### config.mk
export PLATFORM = sky130hd
export DESIGN_NAME = dot_product_stream_flat
export DESIGN_NICKNAME = d
export VERILOG_FILES = /design/src/rtl/dot_product_stream_if.sv /design/src/rtl/dot_product_stream.sv /design/src/flat_wrapper.sv
export SDC_FILE = /design/constraint.sdc
export NUM_CORES = 1
export LEC_CHECK = 0
export BUFFER_PORTS_ARGS = -buffer_cell sky130_fd_sc_hd__buf_2
export CORE_ASPECT_RATIO = 1.1
export CORE_UTILIZATION = 45
export CTS_CLUSTER_DIAMETER = 150
export DETAILED_ROUTE_END_ITERATION = 12
export PLACE_DENSITY = 0.63
export RECOVER_POWER = 25
export SKIP_LAST_GASP = 1
export SLEW_MARGIN = 5
export SYNTH_ARGS = -nofsm -noshare
export SYNTH_HDL_FRONTEND = slang
export SYNTH_SLANG_ARGS = --single-unit
export TNS_END_PERCENT = 100
### constraint.sdc
create_clock -name clk -period 2.1 [get_ports clk]
set_clock_uncertainty 0.05 [all_clocks]
set_input_delay 0.525 -clock clk [delete_from_list [all_inputs] [get_ports clk]]
set_output_delay 0.525 -clock clk [all_outputs]
set_load 0.005 [all_outputs]
### src/rtl/dot_product_stream_if.sv
`default_nettype none
// ============================================================================
// Module      : dot_product_stream_if
// Description : Streaming port bundle for dot_product_stream. It carries the
//               input beat handshake, the result handshake and the sideband
//               controls.
//               The master modport is the producer/consumer side, which
//               drives beats and accepts results. The slave modport is the
//               engine side.
// Ports       : in_valid / in_ready       - input beat handshake
//               filterInput / imageInput  - LANES packed DATA_W elements,
//                                           lane k at [k*DATA_W +: DATA_W]
//               is_signed                 - operand mode, taken on first beat
//               flush                     - abort the partial vector
//               out_valid / out_ready     - result handshake
//               out_data                  - ACC_W result
//               busy                      - partial vector in progress
// Revision    : 1.0 - initial release
// ============================================================================
interface dot_product_stream_if #(
  parameter int DATA_W = 8,
  parameter int LANES  = 1,
  parameter int ACC_W  = 19
) ();

  logic                      in_valid;
  logic                      in_ready;
  logic [LANES*DATA_W-1:0]   filterInput;
  logic [LANES*DATA_W-1:0]   imageInput;
  logic                      is_signed;
  logic                      flush;
  logic                      out_valid;
  logic                      out_ready;
  logic [ACC_W-1:0]          out_data;
  logic                      busy;

  // Producer/consumer side: offers beats and takes results.
  modport master (
    output in_valid,
    output filterInput,
    output imageInput,
    output is_signed,
    output flush,
    output out_ready,
    input  in_ready,
    input  out_valid,
    input  out_data,
    input  busy
  );

  // Engine side.
  modport slave (
    input  in_valid,
    input  filterInput,
    input  imageInput,
    input  is_signed,
    input  flush,
    input  out_ready,
    output in_ready,
    output out_valid,
    output out_data,
    output busy
  );

endinterface
`default_nettype wire

### src/rtl/dot_product_stream.sv
`default_nettype none
// ============================================================================
// Module      : dot_product_stream
// Description : Streaming dot-product engine. Each accepted beat carries LANES
//               filter/image element pairs. The lane products are summed by an
//               adder tree and then accumulated over SIZE/LANES beats. One
//               ACC_W result is emitted per vector on a valid/ready port.
//               Operands are zero- or sign-extended according to is_signed,
//               which is latched on the first beat of each vector.
//               The result appears one cycle after the final beat. The next
//               vector may start on the very next cycle.
// Ports       : clk   - rising-edge clock
//               reset - asynchronous active-low reset. Release is delayed by
//                       one internal synchroniser flop.
//               bus   - dot_product_stream_if.slave (beats, result, flush,
//                       is_signed, busy)
// Parameters  : DATA_W - operand width
//               SIZE   - elements per vector. Must be a multiple of LANES.
//               LANES  - element pairs per beat
//               ACC_W  - result width. At the default it cannot overflow.
//                        A smaller override wraps modulo 2^ACC_W.
// Option      : DOT_PRODUCT_RELU_EN - when defined, a signed vector whose
//               final sum is negative produces 0. Unsigned results are
//               unaffected. Latency does not change.
// Revision    : 1.0 - initial release
// ============================================================================
module dot_product_stream #(
  parameter int DATA_W = 8,
  parameter int SIZE   = 8,
  parameter int LANES  = 1,
  parameter int ACC_W  = 2*DATA_W + $clog2(SIZE)
) (
  input  wire logic           clk,
  input  wire logic           reset,
  dot_product_stream_if.slave bus
);

  // --------------------------------------------------------------------------
  // Constants
  // --------------------------------------------------------------------------
  localparam int c_beats  = SIZE / LANES;
  localparam int c_cnt_w  = (c_beats > 1) ? $clog2(c_beats) : 1;
  localparam logic [c_cnt_w-1:0] c_last_beat = c_cnt_w'(c_beats - 1);
  // The adder tree is built as a heap over a power-of-two leaf count.
  // Leaves beyond LANES are tied to zero.
  localparam int c_tree_n = 1 << $clog2(LANES);

  // --------------------------------------------------------------------------
  // Reset release synchroniser
  // --------------------------------------------------------------------------
  // Assertion is passed straight through, so all state clears immediately.
  // Release reaches the datapath only on the next clock edge, which gives the
  // one-cycle deassert delay. in_ready is also held low by this flop, so no
  // beat can be taken while the engine is still in reset.
  logic r_rst_sync;

  always_ff @(posedge clk or negedge reset) begin
    if (!reset) begin
      r_rst_sync <= 1'b0;
    end else begin
      r_rst_sync <= 1'b1;
    end
  end

  // --------------------------------------------------------------------------
  // State
  // --------------------------------------------------------------------------
  // The operating states are implicit in these registers:
  //   idle  : r_beat_cnt == 0 and r_out_valid == 0
  //   accum : r_beat_cnt != 0
  //   hold  : r_out_valid == 1 (may coexist with accum)
  logic [c_cnt_w-1:0] r_beat_cnt;
  logic [ACC_W-1:0]   r_acc;
  logic               r_signed;
  logic               r_out_valid;
  logic [ACC_W-1:0]   r_out_data;

  // --------------------------------------------------------------------------
  // Handshake
  // --------------------------------------------------------------------------
  logic w_first;
  logic w_last;
  logic w_hold_stall;
  logic w_in_ready;
  logic w_accept;
  logic w_mode;

  assign w_first      = (r_beat_cnt == '0);
  assign w_last       = (r_beat_cnt == c_last_beat);
  // Input stalls only while a finished result is waiting for the consumer.
  assign w_hold_stall = r_out_valid && !bus.out_ready;
  // A beat offered during a flush cycle is dropped along with the partial
  // vector, so it is never accepted.
  assign w_in_ready   = r_rst_sync && !w_hold_stall && !bus.flush;
  assign w_accept     = bus.in_valid && w_in_ready;

  // On the first beat, the operands must be extended using the mode being
  // latched in the same cycle, so the live input is used. Later beats use
  // the latched copy, which makes mid-vector changes of is_signed harmless.
  assign w_mode = w_first ? bus.is_signed : r_signed;

  // --------------------------------------------------------------------------
  // Lane multipliers and adder tree
  // --------------------------------------------------------------------------
  logic [ACC_W-1:0] w_node [2*c_tree_n-1];

  for (genvar k = 0; k < c_tree_n; k++) begin : g_leaf
    if (k < LANES) begin : g_lane
      logic [DATA_W-1:0] w_f;
      logic [DATA_W-1:0] w_i;
      logic [ACC_W-1:0]  w_fx;
      logic [ACC_W-1:0]  w_ix;

      assign w_f  = bus.filterInput[k*DATA_W +: DATA_W];
      assign w_i  = bus.imageInput[k*DATA_W +: DATA_W];
      // Extend both operands to the full result width before multiplying.
      // The product is then already correct modulo 2^ACC_W for both modes.
      assign w_fx = w_mode ? ACC_W'($signed(w_f)) : ACC_W'(w_f);
      assign w_ix = w_mode ? ACC_W'($signed(w_i)) : ACC_W'(w_i);
      assign w_node[c_tree_n-1+k] = w_fx * w_ix;
    end else begin : g_pad
      assign w_node[c_tree_n-1+k] = '0;
    end
  end

  // Internal node n sums its two children 2n+1 and 2n+2. Node 0 is the root.
  for (genvar n = 0; n < c_tree_n - 1; n++) begin : g_node
    assign w_node[n] = w_node[2*n+1] + w_node[2*n+2];
  end

  logic [ACC_W-1:0] w_beat_sum;
  logic [ACC_W-1:0] w_total;
  logic [ACC_W-1:0] w_result;

  assign w_beat_sum = w_node[0];
  // The first beat loads rather than adds, so there is no residue from the
  // previous vector. This also covers the case of a single beat per vector.
  assign w_total    = w_first ? w_beat_sum : (r_acc + w_beat_sum);

`ifdef DOT_PRODUCT_RELU_EN
  // Clamp negative signed results. Unsigned sums pass through unchanged.
  assign w_result = (w_mode && w_total[ACC_W-1]) ? '0 : w_total;
`else
  assign w_result = w_total;
`endif

  // --------------------------------------------------------------------------
  // Accumulator, beat counter and mode latch
  // --------------------------------------------------------------------------
  always_ff @(posedge clk or negedge r_rst_sync) begin
    if (!r_rst_sync) begin
      r_beat_cnt <= '0;
      r_acc      <= '0;
      r_signed   <= 1'b0;
    end else if (bus.flush) begin
      r_beat_cnt <= '0;
      r_acc      <= '0;
    end else if (w_accept) begin
      r_acc <= w_total;
      if (w_first) begin
        r_signed <= bus.is_signed;
      end
      if (w_last) begin
        r_beat_cnt <= '0;
      end else begin
        r_beat_cnt <= r_beat_cnt + 1'b1;
      end
    end
  end

  // --------------------------------------------------------------------------
  // Result register
  // --------------------------------------------------------------------------
  // A final beat can only be accepted while the held result is being taken.
  // In that case the new result overwrites the old one in the same cycle and
  // out_valid stays high. Otherwise the hold is dropped on handshake.
  // out_data keeps its last value after a handshake. Flush never touches it.
  always_ff @(posedge clk or negedge r_rst_sync) begin
    if (!r_rst_sync) begin
      r_out_valid <= 1'b0;
      r_out_data  <= '0;
    end else if (w_accept && w_last) begin
      r_out_valid <= 1'b1;
      r_out_data  <= w_result;
    end else if (r_out_valid && bus.out_ready) begin
      r_out_valid <= 1'b0;
    end
  end

  // --------------------------------------------------------------------------
  // Outputs
  // --------------------------------------------------------------------------
  assign bus.in_ready  = w_in_ready;
  assign bus.out_valid = r_out_valid;
  assign bus.out_data  = r_out_data;
  assign bus.busy      = (r_beat_cnt != '0);

endmodule
`default_nettype wire
### src/flat_wrapper.sv
// flat-port wrapper written by rule: the top's interface ports become plain ports
module dot_product_stream_flat 
#(
  parameter int DATA_W = 8,
  parameter int SIZE   = 8,
  parameter int LANES  = 1,
  parameter int ACC_W  = 2*DATA_W + $clog2(SIZE)
)
  (clk, reset, bus_in_valid, bus_filterInput, bus_imageInput, bus_is_signed, bus_flush, bus_out_ready, bus_in_ready, bus_out_valid, bus_out_data, bus_busy);
  dot_product_stream_if #(.DATA_W(DATA_W), .LANES(LANES), .ACC_W(ACC_W)) bus_i ();
  input  wire logic clk;
  input  wire logic reset;
  input wire logic [$bits(bus_i.in_valid)-1:0] bus_in_valid;
  input wire logic [$bits(bus_i.filterInput)-1:0] bus_filterInput;
  input wire logic [$bits(bus_i.imageInput)-1:0] bus_imageInput;
  input wire logic [$bits(bus_i.is_signed)-1:0] bus_is_signed;
  input wire logic [$bits(bus_i.flush)-1:0] bus_flush;
  input wire logic [$bits(bus_i.out_ready)-1:0] bus_out_ready;
  output wire logic [$bits(bus_i.in_ready)-1:0] bus_in_ready;
  output wire logic [$bits(bus_i.out_valid)-1:0] bus_out_valid;
  output wire logic [$bits(bus_i.out_data)-1:0] bus_out_data;
  output wire logic [$bits(bus_i.busy)-1:0] bus_busy;
  assign bus_i.in_valid = bus_in_valid;
  assign bus_i.filterInput = bus_filterInput;
  assign bus_i.imageInput = bus_imageInput;
  assign bus_i.is_signed = bus_is_signed;
  assign bus_i.flush = bus_flush;
  assign bus_i.out_ready = bus_out_ready;
  assign bus_in_ready = bus_i.in_ready;
  assign bus_out_valid = bus_i.out_valid;
  assign bus_out_data = bus_i.out_data;
  assign bus_busy = bus_i.busy;
  dot_product_stream #(.DATA_W(DATA_W), .SIZE(SIZE), .LANES(LANES), .ACC_W(ACC_W)) u_core (.clk(clk), .reset(reset), .bus(bus_i));
endmodule
After elaboration in Yosys (flattened, before gate mapping)
Index checks and enable logic that the tools add are counted.
- register bits after elaboration: 44
- bits of input ports: 22
- output and inout port bits: 22
- add/sub/neg operators: 2
- multipliers: 1
- equal/unequal tests: 1
- muxes and demuxes: 11
- bitwise logic cells: 1
- reductions and logical operators: 14
- operator list (operator ; count):
    $mux 19 ; 5
    $add 19x19->19 ; 1
    $mul 19x19->19 ; 1
    $mux 3 ; 3
    $logic_and 1x1->1 ; 6
    $reduce_bool 2->1 ; 2
    $add 3x1->3 const B ; 1
    $eq 3x3->1 const B ; 1
    $logic_not 1->1 ; 3
    $logic_not 3->1 ; 1
    $mux 1 ; 3
    $reduce_bool 3->1 ; 1
    $reduce_and 2->1 ; 1
    $not 1->1 ; 1

Depth between registers and ports, before layout
- depth after elaboration: 8
- mapped depth: 36
- depth with buffers taken out: 34

Worst setup path after synthesis
Ideal clock, no wire load.
- path type: register to register
- start point: reg u_core.r_beat_cnt[0]
- end point: reg u_core.r_acc[18]
- library setup time: 0.069 ns
- data arrival time: 7.890 ns
- slack: -5.909 ns
- stages on the path, launching flop included: 34
- buffers on the path: 3
- period minus slack after synthesis: 8.009 ns
- cells stage by stage: dfrtp_1 > inv_1 > ha_1 > nor2b_1 > buf_4 > mux2_4 > and2_1 > clkbuf_1 > nand2_1 > fa_1 > clkbuf_1 > xor2_1 > xnor2_1 > fa_1 > inv_1 > fa_1 > fa_1 > inv_1 > fa_1 > inv_1 > ha_1 > a21o_1 > a21o_1 > a311oi_1 > a221oi_1 > xor2_1 > ha_1 > a21oi_1 > nor2b_1 > o21ai_0 > nor4bb_1 > a31oi_1 > or4_1 > nand3_1
- word-level cells in the longest chain between the ends: 8
- elaborated cells between the ends (all ways): 9
- ends and longest elaborated chain (element ; line ; RTL):
    start: declaration ; dot_product_stream.sv:72 ; logic [c_cnt_w-1:0] r_beat_cnt;
    start signal: assignment ; dot_product_stream.sv:166 ; r_beat_cnt <= r_beat_cnt + 1'b1;
    $logic_not 3->1 (*) ; dot_product_stream.sv:88 ; assign w_first = (r_beat_cnt == '0);
    $mux 1 ; dot_product_stream.sv:100 ; assign w_mode = w_first ? bus.is_signed : r_signed;
    $mux 19, on equally long branches ; dot_product_stream.sv:118, dot_product_stream.sv:119 ;
    $mul 19x19->19 ; dot_product_stream.sv:120 ; assign w_node[c_tree_n-1+k] = w_fx * w_ix;
    $add 19x19->19 ; dot_product_stream.sv:138 ; assign w_total = w_first ? w_beat_sum : (r_acc + w_beat_sum);
    $mux 19 (*) ; dot_product_stream.sv:138 ;
    $mux 19 (*) ; dot_product_stream.sv:158 ; end else if (w_accept) begin
    $mux 19 (*) ; dot_product_stream.sv:155 ; end else if (bus.flush) begin
    end signal: assignment ; dot_product_stream.sv:159 ; r_acc <= w_total;
    end: declaration ; dot_product_stream.sv:73 ; logic [ACC_W-1:0] r_acc;
Mark *: on every way between the ends. The rest lies on a longest branch, timed or not. The select of a mux whose other input is x is not followed.
A chain may end at the register's enable or synchronous reset.

Final worst setup path
- start point: reg u_core.r_beat_cnt[1]
- end point: reg u_core.r_out_data[18] (netlist: u_core.bus.out_data[18])
- word-level cells in the longest chain between the ends: 6
- elaborated cells between the ends (all ways): 9
- ends and longest elaborated chain (element ; line ; RTL):
    $logic_not 3->1 ; dot_product_stream.sv:88 ;
    $mux 1 ; dot_product_stream.sv:100 ;
    $mux 19, on equally long branches ; dot_product_stream.sv:118, dot_product_stream.sv:119 ;
    $mul 19x19->19 ; dot_product_stream.sv:120 ;
    $add 19x19->19 ; dot_product_stream.sv:138 ;
    $mux 19 ; dot_product_stream.sv:138 ;
    end signal: assignment ; dot_product_stream.sv:184 ; r_out_data <= w_result;
    end: declaration ; dot_product_stream.sv:76 ; logic [ACC_W-1:0] r_out_data;
Parallel ways exist; a longest one is shown, timed or not.

==> results.yml <==
sta:
  post-route-min-period_ns: 7.58
  setup_ws_ns: -5.48
  min_period_over_period_pct: 361
  tightestPinTransition_ns: 1.12
  setup_viol: 35
  drv_slew: 0
  rsz0062_at_grt: "true"
  max_freq_mhz: 132
  finalHoldViolations: 0
  slew-limit-headroom_pct: 25.3
yosys:
  syn-num-nets: 1063
  avgSynthCellArea_um2: 8.76
  syn_inst: 855
  synth_flop_cell: "dfrtp_1"
  synth.yosys.seq_area_share_pct: 14.7
  synth_seq_cells: 44
  ys_types: 65
  synth_largest_area_cell: "fa_1"
  yosysMostFrequentCell: "inv_1"
  ys_warn_count: 0
  synth_enable_flop_cells: 0
  postSynth.asyncResetShare_pct: 100
  synth_common_cells: "inv_1 (175), fa_1 (96), ha_1 (90), nand2_1 (70), and2_1 (50)"
  syn-cell-area_um2: 7490
  yosysTopAreaCellShare_pct: 25.7
  synth.area.top_cells: "fa_1 (26%), ha_1 (15%), dfrtp_1 (15%)"
cells_and_area:
  fill_cells: 1355
  insertedDiodeCount: 0
  area.growth.synth_to_final_pct: 42.6
  finalNetCount: 1282
  multi_input_area_um2: 6650
  regArea_um2: 1100
  drive_above_1_share_pct: 36.8
  post-route-util_pct: 65.5
grt:
  grt_start_max_net_pins: 44
  antenna_found_initial: 0
  grt_usage_pct: 22.4
  grt_pass1_vias: 6458
  gr-total-overflow: 0
  grt_pass1_wl_um: 30600
worst_setup_path:
  cp-start-kind: "register"
  arrival_ns: 7.76
  critical_path.max_fanout: 6
  crit_path_max_incr_delay_ns: 0.54
  cp_num_buf_inv: 6
  path_common_cell: "fa_1"
  critPathKind: "reg2reg"
  slowest_stage: "fa_1"
  end_kind: "register"
  critPathRequiredTime_ns: 2.28
  critPathTopFamily: "adder cells"
clock_network:
  worstSkewPairLatency_ns: 0.30
  clock_sinks: 44
  cts_root_buf: "clkbuf_16"
  cts.htree.levels: 2
  cts_tree: "done"
  clockBufferDepth: 2
  numCtsBuffers: 5
  clk_pin_slew_ns: 0.07
floorplanning:
  start_util_pct: 45.9
  core_area_um2: 16300
  fp.dieArea_um2: 17200
  io-pin-count: 44
  core.rowCount: 49
  die_x_um: 125
  die_h_um: 137
placed_design:
  portBuffers: 43
  place.gp.congestion: 0.891
  dp_hpwl_um: 14900
detailed_routing:
  drc: 8
  routed_via_density: 4.97
  wire_per_inst_um: 14.6
  dr_total_vias: 6351
  totalWireLength_um: 18700
  drt-initial-drc-count: 265
  drtPass1Iterations: 8
  drt.antenna.violating_nets: 0
outcome:
  violations: "DRC, setup timing"
  status: "finished, violations left"
worst_hold_path:
  worstHoldPathType: "reg2reg"
job:
  max-cap-violations: 0
timing repair:
action,in CTS,in global routing
hold buffers,1,0
hold endpoints to repair,1,0
gates resized for setup,65,68
buffers inserted,17,21
gates cloned,0,1
setup endpoints to repair,37,37
pin swaps,59,54
sequential cells by signal, indices dropped and copies added (netlist names):
register              count
u_core.r_signed           1
u_core.bus.out_data      19
u_core.r_beat_cnt         3
u_core.bus.out_valid      1
u_core.r_acc             19
u_core.r_rst_sync         1
path summary, 6_finish.rpt:
path,from,end,slack (ns),cells after the start
setup / recovery,u_core.r_beat_cnt[1]$_DFFE_PN0P_,u_core.bus.out_data[18]$_DFFE_PN0P_,-5.48,32
hold / removal,u_core.bus.out_data[5]$_DFFE_PN0P_,u_core.bus.out_data[5]$_DFFE_PN0P_,0.41,2
setup reg to reg,u_core.r_beat_cnt[1]$_DFFE_PN0P_,u_core.bus.out_data[18]$_DFFE_PN0P_,-5.48,32
hold reg to reg,u_core.bus.out_data[5]$_DFFE_PN0P_,u_core.bus.out_data[5]$_DFFE_PN0P_,0.41,2
max in group asynchronous,u_core.r_rst_sync$_DFF_PN0_,u_core.bus.out_data[3]$_DFFE_PN0P_,0.73,1
min in group asynchronous,reset,u_core.r_rst_sync$_DFF_PN0_,0.48,2
cells by family after synthesis:
kind of cell    Yosys count  share of synthesized area, %
compound gates          145                          12.4
xor+xnor                 49                          5.73
fa+ha+maj               187                          40.8
buf+inv                 203                          10.2
flops                    44                          14.7
mux                       9                          1.29
other cells               1                        0.0501
simple gates            217                          14.8
metrics by stage:
stage                     instance area, µm²  TNS [ns]  cells  setup slack, ns  hold slack [ns]
after floorplan                         8150   -120.08    855            -5.45            0.179
after global placement                  9610   -129.95   1232            -5.39            0.252
after detailed placement                9610   -132.81   1232            -5.60            0.251
after CTS                              10200   -124.80   1258            -5.44            0.407
after global routing                   10700   -129.82   1279            -5.75            0.437
final                                  10700   -122.84   1279            -5.48            0.410
routing by layer:
layer  vias to the layer above  GRT usage, %  share of wire (%)
li1                       3181             -                  -
met4                         0          4.95                1.4
met5                         -             0                  0
met1                      3088          27.3                 44
met2                        68          43.5                 53
met3                        14          1.28                1.9
cell usage in the layout, fill, tap and decap left out, drive strengths merged, types with 3 or more instances in the layout:
master | Yosys | layout
or4 | 3 | 3
nor3b | 4 | 4
o21a | 9 | 9
o211ai | 7 | 7
nor2 | 24 | 24
a21oi | 28 | 28
nand2b | 3 | 3
nand3 | 30 | 30
xor2 | 11 | 11
a31oi | 5 | 5
dfrtp | 44 | 44
or3 | 4 | 4
nand2 | 70 | 70
ha | 90 | 90
and2 | 50 | 50
clkbuf | 21 | 7
mux2i | 7 | 7
o31ai | 4 | 4
nor2b | 10 | 10
inv | 177 | 177
xnor2 | 38 | 38
or2 | 4 | 4
fa | 96 | 96
buf | 5 | 235
o21ai | 53 | 53
and3 | 6 | 6
a21o | 14 | 14
layout make-up:
class,count,area share (%)
multi-input combinational,608,62.2
clock inverter,3,0.398
sequential,44,10.3
clock buffer,5,1.17
inverter,177,6.27
tap,204,2.39
timing repair buffer,238,17.2
tightest hold or removal path, cell delays in order, from the launching register on:
cell     delay (ns)
dfrtp_1        0.34
nand2_1        0.05
nand2_1        0.04
Power is not shown: default switching activity piles up to over one toggle a cycle in this logic, so the estimate is an artifact.
